## src/rtl/egg_drop_run_ctrl.sv

```systemverilog
// egg_drop_run_ctrl: boots the egg-drop core, watches its PC for halt
// or budget timeout, and freezes the core's results for the host side.
module egg_drop_run_ctrl #(
  parameter int unsigned BOOT_CYCLES = 4,
  parameter int unsigned HALT_WINDOW = 8,
  parameter int unsigned TIMEOUT     = 1000000
) (
  input  logic        clk_i,
  input  logic        rst_i,
  input  logic        start_i,
  input  logic        ack_i,
  input  logic [31:0] floors_i,
  input  logic [31:0] resistance_i,
  output logic        cpu_rst_o,
  output logic [31:0] init_floors_o,
  output logic [31:0] init_resistance_o,
  input  logic [31:0] cpu_pc_i,
  input  logic [31:0] cpu_attempt_i,
  input  logic [31:0] cpu_broken_i,
  input  logic [31:0] cpu_cost_f1_i,
  input  logic [31:0] cpu_cost_f2_i,
  input  logic        cpu_last_broken_i,
  output logic        busy_o,
  output logic        done_o,
  output logic        timeout_o,
  output logic [31:0] cycles_o,
  output logic [31:0] res_attempt_o,
  output logic [31:0] res_broken_o,
  output logic [31:0] res_cost_f1_o,
  output logic [31:0] res_cost_f2_o,
  output logic        res_last_broken_o
);

  localparam logic [1:0] S_IDLE = 2'd0;
  localparam logic [1:0] S_BOOT = 2'd1;
  localparam logic [1:0] S_RUN  = 2'd2;
  localparam logic [1:0] S_DONE = 2'd3;

  localparam logic [31:0] BOOT_LAST = 32'(BOOT_CYCLES - 1);
  localparam logic [31:0] HALT_LAST = 32'(HALT_WINDOW - 1);
  localparam logic [31:0] TO_LAST   = 32'(TIMEOUT - 1);

  logic [1:0]  state;
  logic [31:0] boot_cnt;
  logic [31:0] cyc_cnt;
  logic [31:0] same_cnt;
  logic [31:0] pc_prev;
  logic        first;

  logic        pc_same;
  logic        halt_hit;
  logic        to_hit;
  logic        capture;
  logic [31:0] cyc_inc;

  // first suppresses the compare against the stale pc_prev on entry to RUN
  assign pc_same  = !first && (cpu_pc_i == pc_prev);
  assign halt_hit = (state == S_RUN) && pc_same && (same_cnt == HALT_LAST);
  assign to_hit   = (state == S_RUN) && (cyc_cnt == TO_LAST);
  assign capture  = halt_hit || to_hit;
  assign cyc_inc  = (cyc_cnt == 32'hFFFF_FFFF) ? cyc_cnt : cyc_cnt + 32'd1;

  assign cpu_rst_o = (state == S_IDLE) || (state == S_BOOT);
  assign busy_o    = (state == S_BOOT) || (state == S_RUN);
  assign done_o    = (state == S_DONE);

  // run sequencing: boot window, PC-stability tracking, cycle budget
  always_ff @(posedge clk_i or posedge rst_i) begin
    if (rst_i) begin
      state    <= S_IDLE;
      boot_cnt <= '0;
      cyc_cnt  <= '0;
      same_cnt <= '0;
      pc_prev  <= '0;
      first    <= 1'b0;
    end else begin
      case (state)
        S_IDLE: begin
          if (start_i) begin
            state    <= S_BOOT;
            boot_cnt <= '0;
          end
        end
        S_BOOT: begin
          boot_cnt <= boot_cnt + 32'd1;
          if (boot_cnt == BOOT_LAST) begin
            state    <= S_RUN;
            cyc_cnt  <= '0;
            same_cnt <= '0;
            first    <= 1'b1;
          end
        end
        S_RUN: begin
          pc_prev  <= cpu_pc_i;
          cyc_cnt  <= cyc_inc;
          same_cnt <= pc_same ? same_cnt + 32'd1 : '0;
          first    <= 1'b0;
          if (capture) state <= S_DONE;
        end
        S_DONE: begin
          if (ack_i) state <= S_IDLE;
        end
        default: state <= S_IDLE;
      endcase
    end
  end

  // core init parameters, latched only when a run is accepted
  always_ff @(posedge clk_i or posedge rst_i) begin
    if (rst_i) begin
      init_floors_o     <= '0;
      init_resistance_o <= '0;
    end else if (state == S_IDLE && start_i) begin
      init_floors_o     <= floors_i;
      init_resistance_o <= resistance_i;
    end
  end

  // result bank, overwritten only on capture; halt outranks timeout
  always_ff @(posedge clk_i or posedge rst_i) begin
    if (rst_i) begin
      timeout_o         <= 1'b0;
      cycles_o          <= '0;
      res_attempt_o     <= '0;
      res_broken_o      <= '0;
      res_cost_f1_o     <= '0;
      res_cost_f2_o     <= '0;
      res_last_broken_o <= 1'b0;
    end else if (capture) begin
      timeout_o         <= !halt_hit;
      cycles_o          <= cyc_cnt + 32'd1;
      res_attempt_o     <= cpu_attempt_i;
      res_broken_o      <= cpu_broken_i;
      res_cost_f1_o     <= cpu_cost_f1_i;
      res_cost_f2_o     <= cpu_cost_f2_i;
      res_last_broken_o <= cpu_last_broken_i;
    end
  end

endmodule

```

## config.mk

```make
export PLATFORM = sky130hd
export DESIGN_NAME = egg_drop_run_ctrl
export DESIGN_NICKNAME = d
export VERILOG_FILES = /design/src/rtl/egg_drop_run_ctrl.sv
export SDC_FILE = /design/constraint.sdc
export NUM_CORES = 1
export LEC_CHECK = 0
export CAP_MARGIN = 20
export CORE_ASPECT_RATIO = 0.9
export CORE_MARGIN = 2
export CORE_UTILIZATION = 33
export DETAILED_ROUTE_END_ITERATION = 7
export GPL_ROUTABILITY_DRIVEN = 1
export PLACE_DENSITY = 0.62
export SKIP_CTS_REPAIR_TIMING = 1
export SLEW_MARGIN = 20
export SYNTH_ARGS = -nofsm -noshare
export SYNTH_HDL_FRONTEND = slang
export SYNTH_SLANG_ARGS = --single-unit
```

## constraint.sdc

```tcl
create_clock -name clk_i -period 39.2 [get_ports clk_i]
set_clock_uncertainty 0.15 [all_clocks]
set_input_delay 7.84 -clock clk_i [delete_from_list [all_inputs] [get_ports clk_i]]
set_output_delay 7.84 -clock clk_i [all_outputs]
set_load 0.02 [all_outputs]
```

Yosys cells after proc, flatten, opt, wreduce, memory -nomap -nowiden
Index checks and enable logic that the tools add are counted.

Equality and inequality tests: 13. Reductions and logical operators: 17. Mux-type cells: 14. Add/subtract/negate cells: 3.

Operator list (number): case mux 32 bit (2 select lines) (3); two-way mux 32 bit (4); adder 32 x 1 -> 32 bit (second input constant) (3); equality test 32 x 2 -> 1 bit (second input constant) (1); equality test 32 x 20 -> 1 bit (second input constant) (1); equality test 32 x 3 -> 1 bit (second input constant) (1); equality test 32 bit (1); equality test 32 bit (second input constant) (1); two-way mux 2 bit (4); inequality test 2 bit (second input constant) (4); case mux 2 bit (4 select lines) (1); logical AND 1 bit (5); equality test 2 bit (second input constant) (2); AND reduction 2 bit (2); AND reduction 4 bit (1); nonzero test 2 bit (2); logical OR 1 bit (3); AND reduction 3 bit (1); equality test 2 x 1 -> 1 bit (second input constant) (1); logical NOT 1 bit (2); logical NOT 2 bit (1); inequality test 2 x 1 -> 1 bit (second input constant) (1); case mux 1 bit (2 select lines) (1); two-way mux 1 bit (1).

Bits of input ports: 229. Register bits after elaboration: 357. Logic and storage cells: 62. Output and inout port bits: 229.

Depth between registers and ports, before layout
Depth after elaboration: 7. Depth in mapped cells: 11. Gate-level depth less buffers: 8.

Least setup slack after synthesis
OpenSTA, ideal clock, no wires.

Path kind: input port to flip-flop. From: in cpu_pc_i[8]. To: reg same_cnt[26]. Slack: 29.354 ns. Data required time: 38.981 ns. Buffers on the path: 1. Data arrival time: 9.627 ns. Stages on the path: 7. Library setup time: 0.069 ns. Cell sequence: xor2_1 nor4_1 nand4_1 or3_1 clkbuf_2 or4_1 nand3_1.

Longest elaborated chain between the ends: 4.

RTL lines: from (decl) (line 17) `input logic [31:0] cpu_pc_i,`; equality test 32 bit (line 57) `assign pc_same = !first && (cpu_pc_i == pc_prev);`; logical AND 1 bit (line 57); two-way mux 32 bit (line 96) `same_cnt <= pc_same ? same_cnt + 32'd1 : '0;`; case mux 32 bit (2 select lines) (line 77) `case (state)`; to (signal assigned) (line 96); to (decl) (line 46) `logic [31:0] same_cnt;`.

No other way between the ends. A chain may end at the register's enable or synchronous reset.

Worst setup path in the final report
From: in cpu_pc_i[30]. To: reg res_cost_f1_o[5].

Longest elaborated chain between the ends: 5.

RTL lines: equality test 32 bit (line 57); logical AND 1 bit (line 57); logical AND 1 bit (2 in series) (line 58) `assign halt_hit = (state == S_RUN) && pc_same && (same_cnt == HALT_LAST);`; logical OR 1 bit (line 60) `assign capture = halt_hit || to_hit;`; to (signal assigned) (line 134) `res_cost_f1_o <= cpu_cost_f1_i;`; to (decl) (line 29) `output logic [31:0] res_cost_f1_o,`.

No other way between the ends.

==> impl_metrics.yaml <==
status:
  status: "finished clean"
final_layout:
  area_delta_synth_final_pct: 41.11
  drive_gt1_share_pct: 9.360
  seq_area_um2: 8934
  num-fill-cells: 4299
  multiInputGateArea_um2: 6412
  num-nets-final: 2234
routing:
  vias: 12810
  drcViolationCount: 0
  detail_route.vias_per_cell: 4.839
  drt-total-wl_um: 45740
  postRouteAntennaNets: 0
  drt-initial-drc-count: 850
  wl_per_cell_um: 17.27
  dr.pass1.iters: 5
logic_synthesis:
  synth_edf_count: 0
  synth_cells: 1565
  syn_area_um2: 15770
  synthTopCellsByCount: "nand2_1 (459), dfrtp_1 (357), mux2_2 (100)"
  postSynthNetCount: 1801
  yosysUniqueCellTypes: 48
  yosys.cell_count.top_type: "nand2_1"
  synthFlopType: "dfrtp_1"
  synth_area_per_cell_um2: 10.08
  synth_top_area_share_pct: 56.65
  synth_seq_area_share_pct: 56.65
  ys_ff_latch: 357
  yosysTopAreaCell: "dfrtp_1"
  yosysWarnings: 0
  synth_area_leaders: "dfrtp_1 (57%), nand2_1 (11%), mux2_2 (7.1%)"
  synthArstFlopShare_pct: 100.0
critical_path:
  critPathKind: "in2reg"
  regToRegStartpoint: "pc_prev[29]"
  cp-startpoint: "cpu_pc_i[30]"
  end_kind: "flop"
  slowest_delay_ns: 0.75
  crit_top_cell: "nand2_1"
  crit_required_ns: 39.53
  crit_fanout: 102
  crit_arrival_ns: 11.71
  crit_buf_inv: 3
  crit_path_top_delay_cell: "buf_4"
  cp_top_family: "buffers and inverters"
  crit_chain: "clkdlybuf4s50_1 -> xor2_1 -> nor4_1 -> nand4_1 -> o41ai_2 -> buf_4 -> buf_6 -> nand2_1 -> nand2_1"
  crit_path_start_kind: "input pin"
placed_design:
  post-place-ws_ns: 26.94
  io_buffers: 457
  globalplace.congestion: 0.7821
  hpwl_um: 31730
clock_tree:
  clk_pin_slew_ns: 0.06
  cts_tree: "built"
  cts_sinks: 357
  numCtsBuffers: 40
  htree_num_levels: 2
  clk_path_buf_depth: 3
  cts_root_buf: "clkbuf_16"
  clock_latency_ns: 0.56
floorplanning:
  initial_core_util_pct: 33.61
  die_h_um: 211.4
  dieArea_um2: 49550
  core_area_um2: 46920
  num_rows: 75
  pin_count: 458
  fp.dieW_um: 234.4
grt:
  grt_pass1_vias: 12670
  overflow: 0
  antenna_found_initial: 5
  grt_pass1_wl_um: 70940
  grt_max_degree: 161
  grtUsageTotal_pct: 18.09
sta:
  worst_slack_ns: 27.81
  setup_viol: 0
  hold_violations: 0
  period_share_pct: 29.05
  rsz0062_at_grt: "false"
  slew_headroom_pct: 27.60
  slew_viol_final: 0
  max_freq_mhz: 87.82
  setup_tns_ns: 0
  worstMarginPinSlew_ns: 1.080
  finalCriticalPeriod_ns: 11.39
pwr:
  power_leakage_nw: 9.636
  peakVddDrop_mv: 0.05239
  power_density_nw_per_um2: 55.28
worst_hold_path:
  holdCritPathClass: "reg2reg"
  hold_start: "res_broken_o[24]"
job:
  cap_violations: 0
## report_power, final
group / switching, W / internal [W] / leakage [nW] / total (W)
clock network: 0.000156 / 0.000237 / 0.672 / 0.000392
logic: 0.000186 / 0.000181 / 4.66 / 0.000366
registers: 0.0000391 / 0.000432 / 4.30 / 0.000471
total: 0.000380 / 0.000850 / 9.64 / 0.00123
## flip-flops by register name, indices dropped and copies added, names as in the netlist
register	cells
timeout_o	1
cycles_o	32
pc_prev	32
state	2
res_last_broken_o	1
res_cost_f1_o	32
res_broken_o	32
boot_cnt	32
res_cost_f2_o	32
init_floors_o	32
res_attempt_o	32
init_resistance_o	32
cyc_cnt	32
same_cnt	32
first	1
## routing by layer
| metal | vias to the layer above | global-route usage, % | routed length (um) |
|---|---|---|---|
| met5 | - | 0 | 38 |
| met4 | 6 | 6.962 | 1469 |
| met3 | 83 | 5.307 | 3693 |
| met2 | 387 | 28.55 | 21210 |
| met1 | 6155 | 23.40 | 19330 |
| li1 | 6182 | - | - |
## per-stage QoR
step | total power, W | hold WS [ns] | cell area (um^2) | util (%) | cells
final | 0.001230 | 0.3100 | 22250 | 47.42 | 2648
after CTS | 0.001248 | 0.3182 | 22240 | 47.40 | 2646
after global placement | 0.0008370 | 0.2983 | 20870 | 44.48 | 2572
after floorplan | 0.0006813 | 0.3228 | 15770 | - | 1565
after detailed placement | 0.0008444 | 0.3044 | 20870 | 44.48 | 2572
after global routing | 0.001294 | 0.3341 | 22250 | 47.42 | 2648
## worst paths after layout
kind / end / slack (ns) / depth (start not counted)
worst max-delay path: res_cost_f1_o[5] / 27.81 / 9
worst min-delay path: res_broken_o[24] / 0.31 / 2
worst max register to register: res_cost_f1_o[5] / 35.14 / 8
worst min register to register: res_broken_o[24] / 0.31 / 2
max in group asynchronous: init_floors_o[11] / 29.66 / 3
min in group asynchronous: res_cost_f2_o[24] / 7.72 / 2
## cells by family after synthesis
kind of cell / share of synthesized area, %
AOI/OAI and AO/OA: 5.911
xor gates and xnor gates: 4.943
adders and majority gates: 0.5554
buffers and inverters: 2.944
DFF: 56.65
muxes: 7.657
and+or+nand+nor: 21.34
## area by class of cell
cell class,instances,share of cell area [%]
Timing Repair Buffer,470,21.09
Antenna cell,2,0.02249
Tap cell,616,3.464
Clock inverter,13,0.8041
Clock buffer,61,5.353
Inverter,16,0.3036
Multi-Input combinational cell,1113,28.82
Sequential cell,357,40.15
## cells in the final DEF, fill, tap and decap left out, types with 15 or more instances in the layout
master / instances
nand4_1: 27
a31oi_1: 36
and4_1: 19
inv_1: 15
nor3_1: 15
xor2_1: 67
nor4_1: 26
and3_1: 18
mux2_2: 100
nand2_1: 458
o21ai_0: 37
xnor2_1: 22
clkdlybuf4s50_1: 457
clkbuf_16: 41
nor2_1: 85
nand3_1: 44
a21oi_1: 55
dfrtp_1: 357
## worst register-to-register path, delay by kind of cell, from the launching register on
kind                      cells  cell delay, ns
and+or+nand+nor               4            1.39
AOI/OAI and AO/OA             1            0.45
xor gates and xnor gates      1            0.16
buffers and inverters         2            1.44
DFF                           1            0.39
Power figures use the tool's default switching activity.
